File: config.mk
export PLATFORM = sky130hd
export DESIGN_NAME = seq_alu
export DESIGN_NICKNAME = d
export VERILOG_FILES = /design/src/rtl/seq_alu.sv
export SDC_FILE = /design/constraint.sdc
export NUM_CORES = 1
export LEC_CHECK = 0
export BUFFER_PORTS_ARGS = -buffer_cell sky130_fd_sc_hd__buf_2
export CAP_MARGIN = 40
export CORE_MARGIN = 4
export CORE_UTILIZATION = 40
export CTS_BUF_LIST = sky130_fd_sc_hd__clkbuf_8
export DETAILED_ROUTE_END_ITERATION = 7
export PLACE_DENSITY = 0.53
export SLEW_MARGIN = 40
export SYNTH_ARGS = -nofsm -noshare
export SYNTH_HDL_FRONTEND = slang
export SYNTH_SLANG_ARGS = --single-unit
File: constraint.sdc
create_clock -name clk -period 5.77 [get_ports clk]
set_input_delay 0.8655 -clock clk [delete_from_list [all_inputs] [get_ports clk]]
set_output_delay 0.8655 -clock clk [all_outputs]
set_load 0.005 [all_outputs]
File: src/rtl/seq_alu.sv
// Handshaked sequential ALU: single-cycle arithmetic/logic/shift ops and a
// shift-add multiply over WIDTH cycles, with registered result and Z/N/C/V flags.
module seq_alu #(
    parameter int WIDTH = 8,
    parameter int SHW   = $clog2(WIDTH)
) (
    input  logic             clk,
    input  logic             rst_n,
    input  logic             in_valid,
    output logic             in_ready,
    input  logic [2:0]       op,
    input  logic [WIDTH-1:0] a,
    input  logic [WIDTH-1:0] b,
    output logic             out_valid,
    input  logic             out_ready,
    output logic [WIDTH-1:0] result,
    output logic             zero,
    output logic             negative,
    output logic             carry,
    output logic             overflow
);

    localparam logic [2:0] OP_ADD = 3'b000;
    localparam logic [2:0] OP_SUB = 3'b001;
    localparam logic [2:0] OP_AND = 3'b010;
    localparam logic [2:0] OP_OR  = 3'b011;
    localparam logic [2:0] OP_XOR = 3'b100;
    localparam logic [2:0] OP_SHL = 3'b101;
    localparam logic [2:0] OP_SHR = 3'b110;
    localparam logic [2:0] OP_MUL = 3'b111;

    typedef enum logic [1:0] {
        ST_IDLE = 2'd0,
        ST_MUL  = 2'd1,
        ST_DONE = 2'd2
    } state_t;

    state_t               state_r;
    logic [WIDTH-1:0]     result_r;
    logic                 zero_r;
    logic                 negative_r;
    logic                 carry_r;
    logic                 overflow_r;
    logic [2*WIDTH-1:0]   acc_r;
    logic [2*WIDTH-1:0]   a_sh_r;
    logic [WIDTH-1:0]     b_sh_r;
    logic [SHW-1:0]       cnt_r;

    logic [WIDTH-1:0]     alu_res_s;
    logic                 alu_c_s;
    logic                 alu_v_s;
    logic [WIDTH:0]       wide_s;
    logic [SHW-1:0]       shamt_s;
    logic [2*WIDTH-1:0]   acc_next_s;

    assign shamt_s    = b[SHW-1:0];
    assign acc_next_s = b_sh_r[0] ? (acc_r + a_sh_r) : acc_r;

    assign in_ready  = (state_r == ST_IDLE);
    assign out_valid = (state_r == ST_DONE);
    assign result    = result_r;
    assign zero      = zero_r;
    assign negative  = negative_r;
    assign carry     = carry_r;
    assign overflow  = overflow_r;

    // Single-cycle datapath; the extra bit of wide_s carries carry/borrow or the shifted-out bit.
    always_comb begin
        wide_s    = {(WIDTH+1){1'b0}};
        alu_res_s = {WIDTH{1'b0}};
        alu_c_s   = 1'b0;
        alu_v_s   = 1'b0;
        case (op)
            OP_ADD: begin
                wide_s    = {1'b0, a} + {1'b0, b};
                alu_res_s = wide_s[WIDTH-1:0];
                alu_c_s   = wide_s[WIDTH];
                alu_v_s   = (a[WIDTH-1] == b[WIDTH-1]) && (wide_s[WIDTH-1] != a[WIDTH-1]);
            end
            OP_SUB: begin
                wide_s    = {1'b0, a} - {1'b0, b};
                alu_res_s = wide_s[WIDTH-1:0];
                alu_c_s   = wide_s[WIDTH];
                alu_v_s   = (a[WIDTH-1] != b[WIDTH-1]) && (wide_s[WIDTH-1] != a[WIDTH-1]);
            end
            OP_AND: alu_res_s = a & b;
            OP_OR:  alu_res_s = a | b;
            OP_XOR: alu_res_s = a ^ b;
            OP_SHL: begin
                wide_s    = {1'b0, a} << shamt_s;
                alu_res_s = wide_s[WIDTH-1:0];
                alu_c_s   = wide_s[WIDTH];
            end
            OP_SHR: begin
                wide_s    = {a, 1'b0} >> shamt_s;
                alu_res_s = wide_s[WIDTH:1];
                alu_c_s   = wide_s[0];
            end
            default: begin
                alu_res_s = {WIDTH{1'b0}};
                alu_c_s   = 1'b0;
                alu_v_s   = 1'b0;
            end
        endcase
    end

    // Control FSM with registered result/flags and the shift-add multiplier state.
    always_ff @(posedge clk or negedge rst_n) begin
        if (!rst_n) begin
            state_r    <= ST_IDLE;
            result_r   <= {WIDTH{1'b0}};
            zero_r     <= 1'b0;
            negative_r <= 1'b0;
            carry_r    <= 1'b0;
            overflow_r <= 1'b0;
            acc_r      <= {(2*WIDTH){1'b0}};
            a_sh_r     <= {(2*WIDTH){1'b0}};
            b_sh_r     <= {WIDTH{1'b0}};
            cnt_r      <= {SHW{1'b0}};
        end else begin
            case (state_r)
                ST_IDLE: begin
                    if (in_valid) begin
                        if (op == OP_MUL) begin
                            acc_r   <= {(2*WIDTH){1'b0}};
                            cnt_r   <= {SHW{1'b0}};
                            a_sh_r  <= {{WIDTH{1'b0}}, a};
                            b_sh_r  <= b;
                            state_r <= ST_MUL;
                        end else begin
                            result_r   <= alu_res_s;
                            zero_r     <= (alu_res_s == {WIDTH{1'b0}});
                            negative_r <= alu_res_s[WIDTH-1];
                            carry_r    <= alu_c_s;
                            overflow_r <= alu_v_s;
                            state_r    <= ST_DONE;
                        end
                    end
                end
                ST_MUL: begin
                    acc_r  <= acc_next_s;
                    a_sh_r <= {a_sh_r[2*WIDTH-2:0], 1'b0};
                    b_sh_r <= {1'b0, b_sh_r[WIDTH-1:1]};
                    cnt_r  <= cnt_r + 1'b1;
                    // cnt_r all-ones marks the WIDTH-th multiplier bit.
                    if (&cnt_r) begin
                        result_r   <= acc_next_s[WIDTH-1:0];
                        zero_r     <= (acc_next_s[WIDTH-1:0] == {WIDTH{1'b0}});
                        negative_r <= acc_next_s[WIDTH-1];
                        carry_r    <= |acc_next_s[2*WIDTH-1:WIDTH];
                        overflow_r <= 1'b0;
                        state_r    <= ST_DONE;
                    end
                end
                ST_DONE: begin
                    if (out_ready) begin
                        state_r <= ST_IDLE;
                    end
                end
                default: state_r <= ST_IDLE;
            endcase
        end
    end

endmodule

# Word level (Yosys, flattened, before mapping)

Index checks and enable logic that the tools add are counted.

Bits in registers: 57
Input bits: 23
Logic and storage cells: 90

$add $sub $neg: 4
Equality and inequality tests: 18
Shifts and indexed selects: 2
Muxes and demuxes: 41
Bitwise logic cells: 3
Reductions and logical operators: 12

Operator list:

| kind                                                            | count |
|---|---|
| 16-bit two-way mux                                              | 5 |
| 16-bit one-hot mux with 2 select lines                          | 2 |
| 8-bit one-hot mux with 7 select lines                           | 1 |
| 8-bit two-way mux                                               | 5 |
| 8-bit one-hot mux with 2 select lines                           | 2 |
| 16-bit adder                                                    | 1 |
| 8-bit logical NOT                                               | 2 |
| 3-bit == test, second input constant                            | 4 |
| 1-bit two-way mux                                               | 12 |
| 1-bit one-hot mux with 2 select lines                           | 5 |
| 8-bit by 8-bit adder with 9-bit output                          | 1 |
| 3-bit AND reduction                                             | 3 |
| 8-bit by 3-bit << shifter with 9-bit output                     | 1 |
| 9-bit by 3-bit >> shifter with 9-bit output                     | 1 |
| 8-bit by 8-bit subtractor with 9-bit output                     | 1 |
| 8-bit bitwise AND                                               | 1 |
| 2-bit two-way mux                                               | 4 |
| 8-bit OR                                                        | 1 |
| 8-bit OR reduction                                              | 1 |
| 8-bit bitwise XOR                                               | 1 |
| 3-bit by 2-bit == test with 1-bit output, second input constant | 2 |
| 3-bit two-way mux                                               | 2 |
| 2-bit != test, second input constant                            | 3 |
| 2-bit one-hot mux with 3 select lines                           | 1 |
| other kinds (14)                                                | 18 |

# Depth between registers and ports, before layout

Gate-level depths: netlist (run 1).

Word-level depth: 7
Depth in mapped cells: 11
Gate-level depth less buffers: 11

# Least setup slack after synthesis (run 1)

OpenSTA, ideal clock, no wires.

Path kind: input -> register
Start point: input b[1]
End point: register zero_r, in the netlist zero
Data arrival time: 3.183 ns
Required time: 5.660 ns
Setup slack: 2.477 ns
Stages: 10
Cell sequence: buf_2 > inv_1 > ha_1 > a211oi_1 > o21bai_1 > a2111oi_2 > o31ai_1 > xor2_1 > a211o_1 > o41ai_1

Cells in the longest elaborated chain, start to end: 6
Elaborated cells on any way between the ends: 12
Those cells by class: 2 x add/sub; 2 x shift; 4 x mux; 3 x bitwise; 1 x reduce/logical

Ends and longest elaborated chain:

| element                                                             | line | RTL |
|---|---|---|
| start, declared                                                     | 13   | `input logic [WIDTH-1:0] b,` |
| 8-bit by 8-bit subtractor with 9-bit output (tied with other cells) | 81   | `wide_s = {1'b0, a} - {1'b0, b};` |
| 8-bit one-hot mux with 7 select lines *                             | 73   | `case (op)` |
| 8-bit logical NOT *                                                 | 132  | `zero_r <= (alu_res_s == {WIDTH{1'b0}});` |
| 1-bit two-way mux *                                                 | 124  | `if (op == OP_MUL) begin` |
| 1-bit two-way mux *                                                 | 123  | `if (in_valid) begin` |
| 1-bit one-hot mux with 2 select lines *                             | 121  | `case (state_r)` |
| end signal, assigned                                                | 132  |  |
| end signal, assigned                                                | 148  | `zero_r <= (acc_next_s[WIDTH-1:0] == {WIDTH{1'b0}});` |
| end, declared                                                       | 40   | `logic zero_r;` |

Every way passes the cells marked *; elsewhere a longest branch is shown, timed or not. The select of a mux whose other input is x is not followed.
A chain may end at the register's enable or synchronous reset.

# Final worst setup path (run 1)

Ends and elaborated chain as after synthesis.

==> flow_metrics.tcl, run 1 <==
set metrics [dict create \
    drtIter0Drc 486 \
    r2r-start "acc_r[10]" \
    grt.total_usage 0.221 \
    layout_common_cells "77 x nand2_1, 63 x o21ai_0, 56 x dfrtp_1, 48 x a21oi_1, 44 x nor2_1" \
    io_buffers 36 \
    relSlewSlack 0.461 \
    ys_seq_area_frac 0.279 \
    fin_crit_sh 0.631 \
    cp.arrival_ns 3.85 \
    min_period_ns 3.64 \
    ys_ff_latch 56 \
    nNetsFinal 697 \
    cts_num_sinks 56 \
    tritoncts "built" \
    hpwl_um 11800 \
    fin_skew_ns 0.00595 \
    max_freq_ghz 0.275 \
    postCtsSetupRepairBufs 0 \
    die-height_um 120 \
    holdWs_ns 0.482 \
    gp_congestion 0.980 \
    setup_violations 0 \
    grt_pass1_wl_um 25400 \
    cts_hold_buf 0 \
    cts-root-buf "clkbuf_8" \
    ios 37 \
    p_seq_frac 0.363 \
    row_count 40 \
    ir_drop_mv 0.130 \
    synth_area_leaders "dfrtp_1 28%, ha_1 10%, o21ai_0 6.3%" \
    antenna_found_initial 0 \
    r2r-end "carry" \
    comb_power_share 0.518 \
    grt_setup_unrepaired "false" \
    nFillCells 1286 \
    hold_viol 0 \
    critPathCaptureType "flop" \
    numCtsBuffers 5 \
    required_ns 5.98 \
    cp-start-kind "primary input" \
    viasPerCell 5.86 \
    ff2ff_path_depth 9 \
    dr.pass1.iters 7 \
    die_w_um 120 \
    p_int_mw 1.08 \
    critPathKind "in2reg" \
    synth.distinct_cells 68 \
    status "finished, final reports clean" \
    grt_pass1_vias 4521 \
    synth_edf_count 0 \
    async_reset_ff_frac 1.00 \
    drcViolationCount 0 \
    critPathMaxFanout 21 \
    antenna_cells 0 \
    syn_area_mm2 0.00503 \
    maxSlewViolCount 0 \
    htreeDepth 2 \
    synthesis.nets 684 \
    p_per_area_mw_per_mm2 359 \
    cp-endpoint "zero" \
    post_drt_wl_per_cell_um 19.9 \
    swShare 0.447 \
    ys_warn_count 0 \
    synth_top_area_share 0.279 \
    drive_gt1_frac 0.121 \
    path_clk_slew_ns 0.10 \
    critical_path.startpoint "b[1]" \
    power.share.clock 0.119 \
    synth_area_leader_cell "dfrtp_1" \
    hp-class "in2async" \
    syn_to_final_growth_pct 8.04 \
    postCtsResizedCells 0 \
    synth_cells 616 \
    final_common_cell "nand2_1" \
    die-area_mm2 0.0144 \
    ant_nets 0 \
    overflow 0 \
    p_switching_uw 873 \
    vias 4674 \
    start_util 0.413 \
    ff2ff_setup_slack_ns 2.69 \
    worstMarginPinSlew_ns 0.805 \
    drt_wl_total_um 15800 \
    synth-main-ff-cell "dfrtp_1" \
    cap_violations 0 \
    coreArea_mm2 0.0122 \
    finalSetupTns_ns 0 \
    grt_start_max_net_pins 57 \
    clk_path_buf_depth 2 \
    insertion_delay_ns 0.32 \
    post_synth.cell_area_avg_um2 8.16 \
    leakagePower_nw 2.48 \
]
==> cell families (layout without fill, tap and decap cells) <==
kind of cell / Yosys count / count (layout) / synth area share
adders and majority gates: 45 / 45 / 0.116
muxes: 32 / 32 / 0.0809
AOI/OAI and AO/OA: 207 / 207 / 0.266
DFF: 56 / 56 / 0.279
and+or+nand+nor: 194 / 194 / 0.177
xor gates and xnor gates: 16 / 16 / 0.0279
buffers and inverters: 66 / 80 / 0.0523
==> power by group through the flow <==
stage / logic (mW) / registers (mW) / clock network (mW)
5_1_grt: 1.14 / 0.733 / 0.254
2_1_floorplan: 0.764 / 0.663 / 0
6_report: 1.01 / 0.709 / 0.233
3_5_place_dp: 1.00 / 0.718 / 0
4_1_cts: 1.01 / 0.709 / 0.241
3_3_place_gp: 0.985 / 0.712 / 0
==> final cells by class <==
| cell class | count | area [um2] | area share |
|---|---|---|---|
| multi-input cells | 494 | 3370 | 0.621 |
| repair buffers | 43 | 245 | 0.0451 |
| clock buffers | 6 | 82.6 | 0.0152 |
| well taps | 168 | 210 | 0.0387 |
| inverters | 29 | 109 | 0.0200 |
| flip-flops and latches | 56 | 1400 | 0.258 |
| clock inverters | 2 | 11.3 | 0.00207 |
==> critical path: stages <==
cell and delay [ns]:
buf_2 0.40, inv_1 0.24, ha_1 0.40, o21bai_1 0.14
a2111oi_1 0.72, o21ai_0 0.22, o31ai_1 0.13, xor2_1 0.11
a211o_1 0.32, o41ai_1 0.31
==> worst min path at each step <==
stage,start,end,cells past startpoint
5_1_grt,rst_n,result[5],2
2_1_floorplan,b_sh_r[7],b_sh_r[6],2
4_1_cts,b_sh_r[2],b_sh_r[1],2
3_3_place_gp,result[6],result[6],2
3_5_place_dp,b_sh_r[2],b_sh_r[1],2
6_report,rst_n,acc_r[4],2
==> layer usage <==
metal  global-route usage  wire length [um]  vias to the layer above
met5                    0                 0                        -
met4               0.0637               453                        0
met3               0.0231               606                       23
met2                0.354              7310                      135
met1                0.316              7480                     2257
li1                     -                 -                     2259
==> state kept, by name (all words and copies together), names as in the netlist <==
name and count:
state_r 2, cnt_r 3, overflow 1, zero 1, carry 1, a_sh_r 16, b_sh_r 8, acc_r 16
result 8
==> Yosys cell counts (6+ instances only) <==
library cell and number:
nand2_1 77, o21ai_0 63, dfrtp_1 56, a21oi_1 48, nor2_1 44, ha_1 42, clkbuf_1 30, inv_1 28
mux2i_1 17, nand3_1 15, a211oi_1 12, a21o_1 12, nand2b_1 10, nor2b_1 10, nor3_1 10, mux2_2 9
xnor2_1 9, a22oi_1 8, xor2_1 7, mux4_2 6, nand4_1 6, o21bai_1 6
==> through the flow <==
| step | cell area (um2) | power [mW] | cells | utilization | setup slack [ns] |
|---|---|---|---|---|---|
| finish | 5430 | 1.95 | 798 | 0.447 | 2.13 |
| global route | 5430 | 2.13 | 798 | 0.447 | 1.95 |
| CTS | 5410 | 1.96 | 797 | 0.445 | 2.17 |
| detailed placement | 5320 | 1.72 | 789 | 0.437 | 1.85 |
| global placement | 5320 | 1.70 | 789 | 0.437 | 1.86 |
| floorplan | 5030 | 1.43 | 616 | - | 2.48 |
No activity file was read; power rests on OpenSTA's default activity.
==> run 2, diff against run 1 <==
--- a/config.mk
+++ b/config.mk
@@ -5,13 +5,14 @@
 export SDC_FILE = /design/constraint.sdc
 export NUM_CORES = 1
 export LEC_CHECK = 0
+export ABC_AREA = 1
 export BUFFER_PORTS_ARGS = -buffer_cell sky130_fd_sc_hd__buf_2
 export CAP_MARGIN = 40
 export CORE_MARGIN = 4
 export CORE_UTILIZATION = 40
 export CTS_BUF_LIST = sky130_fd_sc_hd__clkbuf_8
 export DETAILED_ROUTE_END_ITERATION = 7
-export PLACE_DENSITY = 0.53
+export PLACE_DENSITY = 0.55
 export SLEW_MARGIN = 40
 export SYNTH_ARGS = -nofsm -noshare
 export SYNTH_HDL_FRONTEND = slang
==> constraint.sdc (replaced) <==
create_clock -name clk -period 3.3 [get_ports clk]
set_input_delay 0.495 -clock clk [delete_from_list [all_inputs] [get_ports clk]]
set_output_delay 0.495 -clock clk [all_outputs]
set_load 0.005 [all_outputs]
==> run 2 against run 1 <==
Compared with the run above:
- area after synthesis is 7.5% higher
- register-to-register slack got worse by 1.9 ns
- synthesized cell count grew 36%
- design area is 6.4% higher
- clock skew rose by 0.0055 ns
- total power up 86%
- wire length rose by 6.0%
- non-clock buffer count grew 1
- sequential power up 69%
- utilization shrank 1.0 points
- critical path depth grew 1
- global-route usage is 0.44 points lower
- highest routed layer unchanged
==> flow_metrics.tcl, run 2 <==
set metrics [dict create \
    status "finished, final reports clean" \
    synth_xor_area_frac 0.00810 \
    critPathCaptureType "flop" \
    finalPower_mw 3.63 \
    ff2ff_setup_slack_ns 0.78 \
    cp-start-kind "flop" \
    r2r-start "acc_r[0]" \
    finalSetupTns_ns 0 \
    tritoncts "built" \
    final_util 0.437 \
    synth_area_leaders "dfrtp_1 26%, nand2_1 16%, ha_1 9.7%" \
    async_reset_ff_frac 1.00 \
    leakagePower_nw 3.00 \
    fin_skew_ns 0.0114 \
    synth.distinct_cells 45 \
    ir_drop_mv 0.232 \
    relSlewSlack 0.504 \
    path_clk_slew_ns 0.11 \
    synth_compound_area_frac 0.157 \
    die-height_um 124 \
    drt_wl_total_um 16800 \
    cts_hold_buf 0 \
    grt.total_usage 0.217 \
    synth_top_area_share 0.259 \
    htreeDepth 2 \
    grt_setup_unrepaired "false" \
    yosysMostFrequentCell "nand2_1" \
    insertion_delay_ns 0.32 \
    drcViolationCount 0 \
    io_buffers 36 \
    drive_gt1_frac 0.0980 \
    hp-class "in2async" \
    design_area_mm2 0.00578 \
    vias 5487 \
    worst_slack_ns 0.782 \
    final_common_cell "nand2_1" \
    cpPeakStageDelay_ns 0.46 \
    path_cells "ha_1 > fa_1 > o21ai_0 > nand2_1 > nor3_1 > nand3_1 > nor2_1 > nand3_1 > nand2_1 > inv_1 > a21oi_1" \
    nNetsFinal 924 \
    critical_path.startpoint "acc_r[0]" \
    postCtsSetupRepairBufs 0 \
    synth_area_leader_cell "dfrtp_1" \
    grt_pass1_wl_um 27400 \
    numCtsBuffers 5 \
    overflow 0 \
    fin_crit_sh 0.763 \
    synth_edf_count 0 \
    critPathMaxFanout 4 \
    holdWs_ns 0.118 \
    critPathKind "reg2reg" \
    ys_warn_count 0 \
    maxSlewViolCount 0 \
    max_freq_ghz 0.397 \
    coreArea_mm2 0.0132 \
    fin_cells 1033 \
    syn_area_mm2 0.00541 \
    ys_ff_latch 56 \
    synth-main-ff-cell "dfrtp_1" \
    start_util 0.408 \
    setup_violations 0 \
    viasPerCell 5.31 \
    synthSimpleGateAreaFrac 0.338 \
    postCtsResizedCells 0 \
    antenna_cells 0 \
    required_ns 3.55 \
    synth.area.mux_share 0 \
    post_drt_wl_per_cell_um 16.3 \
    syn_to_final_growth_pct 6.92 \
    cts_num_sinks 56 \
    pre_cts_ws_ns 0.557 \
    min_period_ns 2.52 \
    placed_cells 1025 \
    p_per_area_mw_per_mm2 628 \
    synthesis.nets 903 \
    antenna_found_initial 0 \
    nFillCells 1512 \
    die_w_um 124 \
    grt_pass1_vias 5349 \
    ys_seq_area_frac 0.259 \
    cap_violations 0 \
    die-area_mm2 0.0154 \
    hold_viol 0 \
    ys_top_cells_by_count "226 x nand2_1, 129 x inv_1, 90 x nand3_1" \
    worstMarginPinSlew_ns 0.744 \
    layout_common_cells "226 x nand2_1, 129 x inv_1, 90 x nand3_1, 58 x nor2_1, 56 x dfrtp_1" \
    ios 37 \
    dpl_cell_area_mm2 0.00569 \
    ff2ff_path_depth 11 \
    clk_path_buf_depth 2 \
    synth_fa_ha_area_frac 0.108 \
    top_regs "a_sh_r (16), acc_r (16)" \
    crit_slowest_cell "fa_1" \
    cts-root-buf "clkbuf_8" \
    grt_start_max_net_pins 59 \
    ant_nets 0 \
    synth_top_family_by_area "simple AND/OR/NAND/NOR gates" \
    drtIter0Drc 388 \
    synth_cells 835 \
    post_synth.cell_area_avg_um2 6.48 \
    hpwl_um 13600 \
    gp_congestion 0.911 \
    cp.arrival_ns 2.77 \
    r2r-end "zero" \
    row_count 42 \
    dr.pass1.iters 5 \
]
[run 2: area by class of cell]
class                   instances  area (um2)  share of cell area
clock buffers                   5        68.8              0.0119
repair buffers                 44         243              0.0420
inverters                     139         524              0.0907
flip-flops and latches         56        1400               0.242
clock inverters                 3        21.3             0.00368
multi-input cells             610        3300               0.571
well taps                     176         220              0.0381
[run 2: metal layers]
| layer | part of all wire | track usage | routed length (um) |
|---|---|---|---|
| met1 | 0.45 | 0.275 | 7600 |
| met4 | 0.034 | 0.0832 | 565 |
| met2 | 0.49 | 0.385 | 8190 |
| met3 | 0.026 | 0.0154 | 437 |
| met5 | 0 | 0 | 0 |
[run 2: how the worst max path moves through the flow]
stage | cells after the start | endpoint
after global placement | 12 | zero
final | 11 | zero
after global routing | 16 | carry
after floorplan | 14 | zero
after CTS | 11 | zero
after detailed placement | 12 | zero
[run 2: cells by family (layout without fill, tap and decap cells)]
| kind of cell | count (synthesis) | in the layout |
|---|---|---|
| compound gates | 139 | 139 |
| xor+xnor | 5 | 5 |
| fa+ha+maj | 45 | 45 |
| buf+inv | 169 | 191 |
| flops | 56 | 56 |
| simple gates | 421 | 421 |
[run 2: worst max-delay path: cells and delay by family, from the launching register on]
kind,cells,cell delay [ns]
compound gates,2,0.45
simple gates,6,0.83
flops,1,0.40
fa+ha+maj,2,0.73
buf+inv,1,0.04
[run 2: report_power, final]
part	leakage (nW)	switching (mW)	internal [mW]	total, mW
Clock	0.0445	0.242	0.151	0.393
Combinational	2.24	1.30	0.731	2.03
Sequential	0.715	0.232	0.971	1.20
Total	3.00	1.78	1.85	3.63
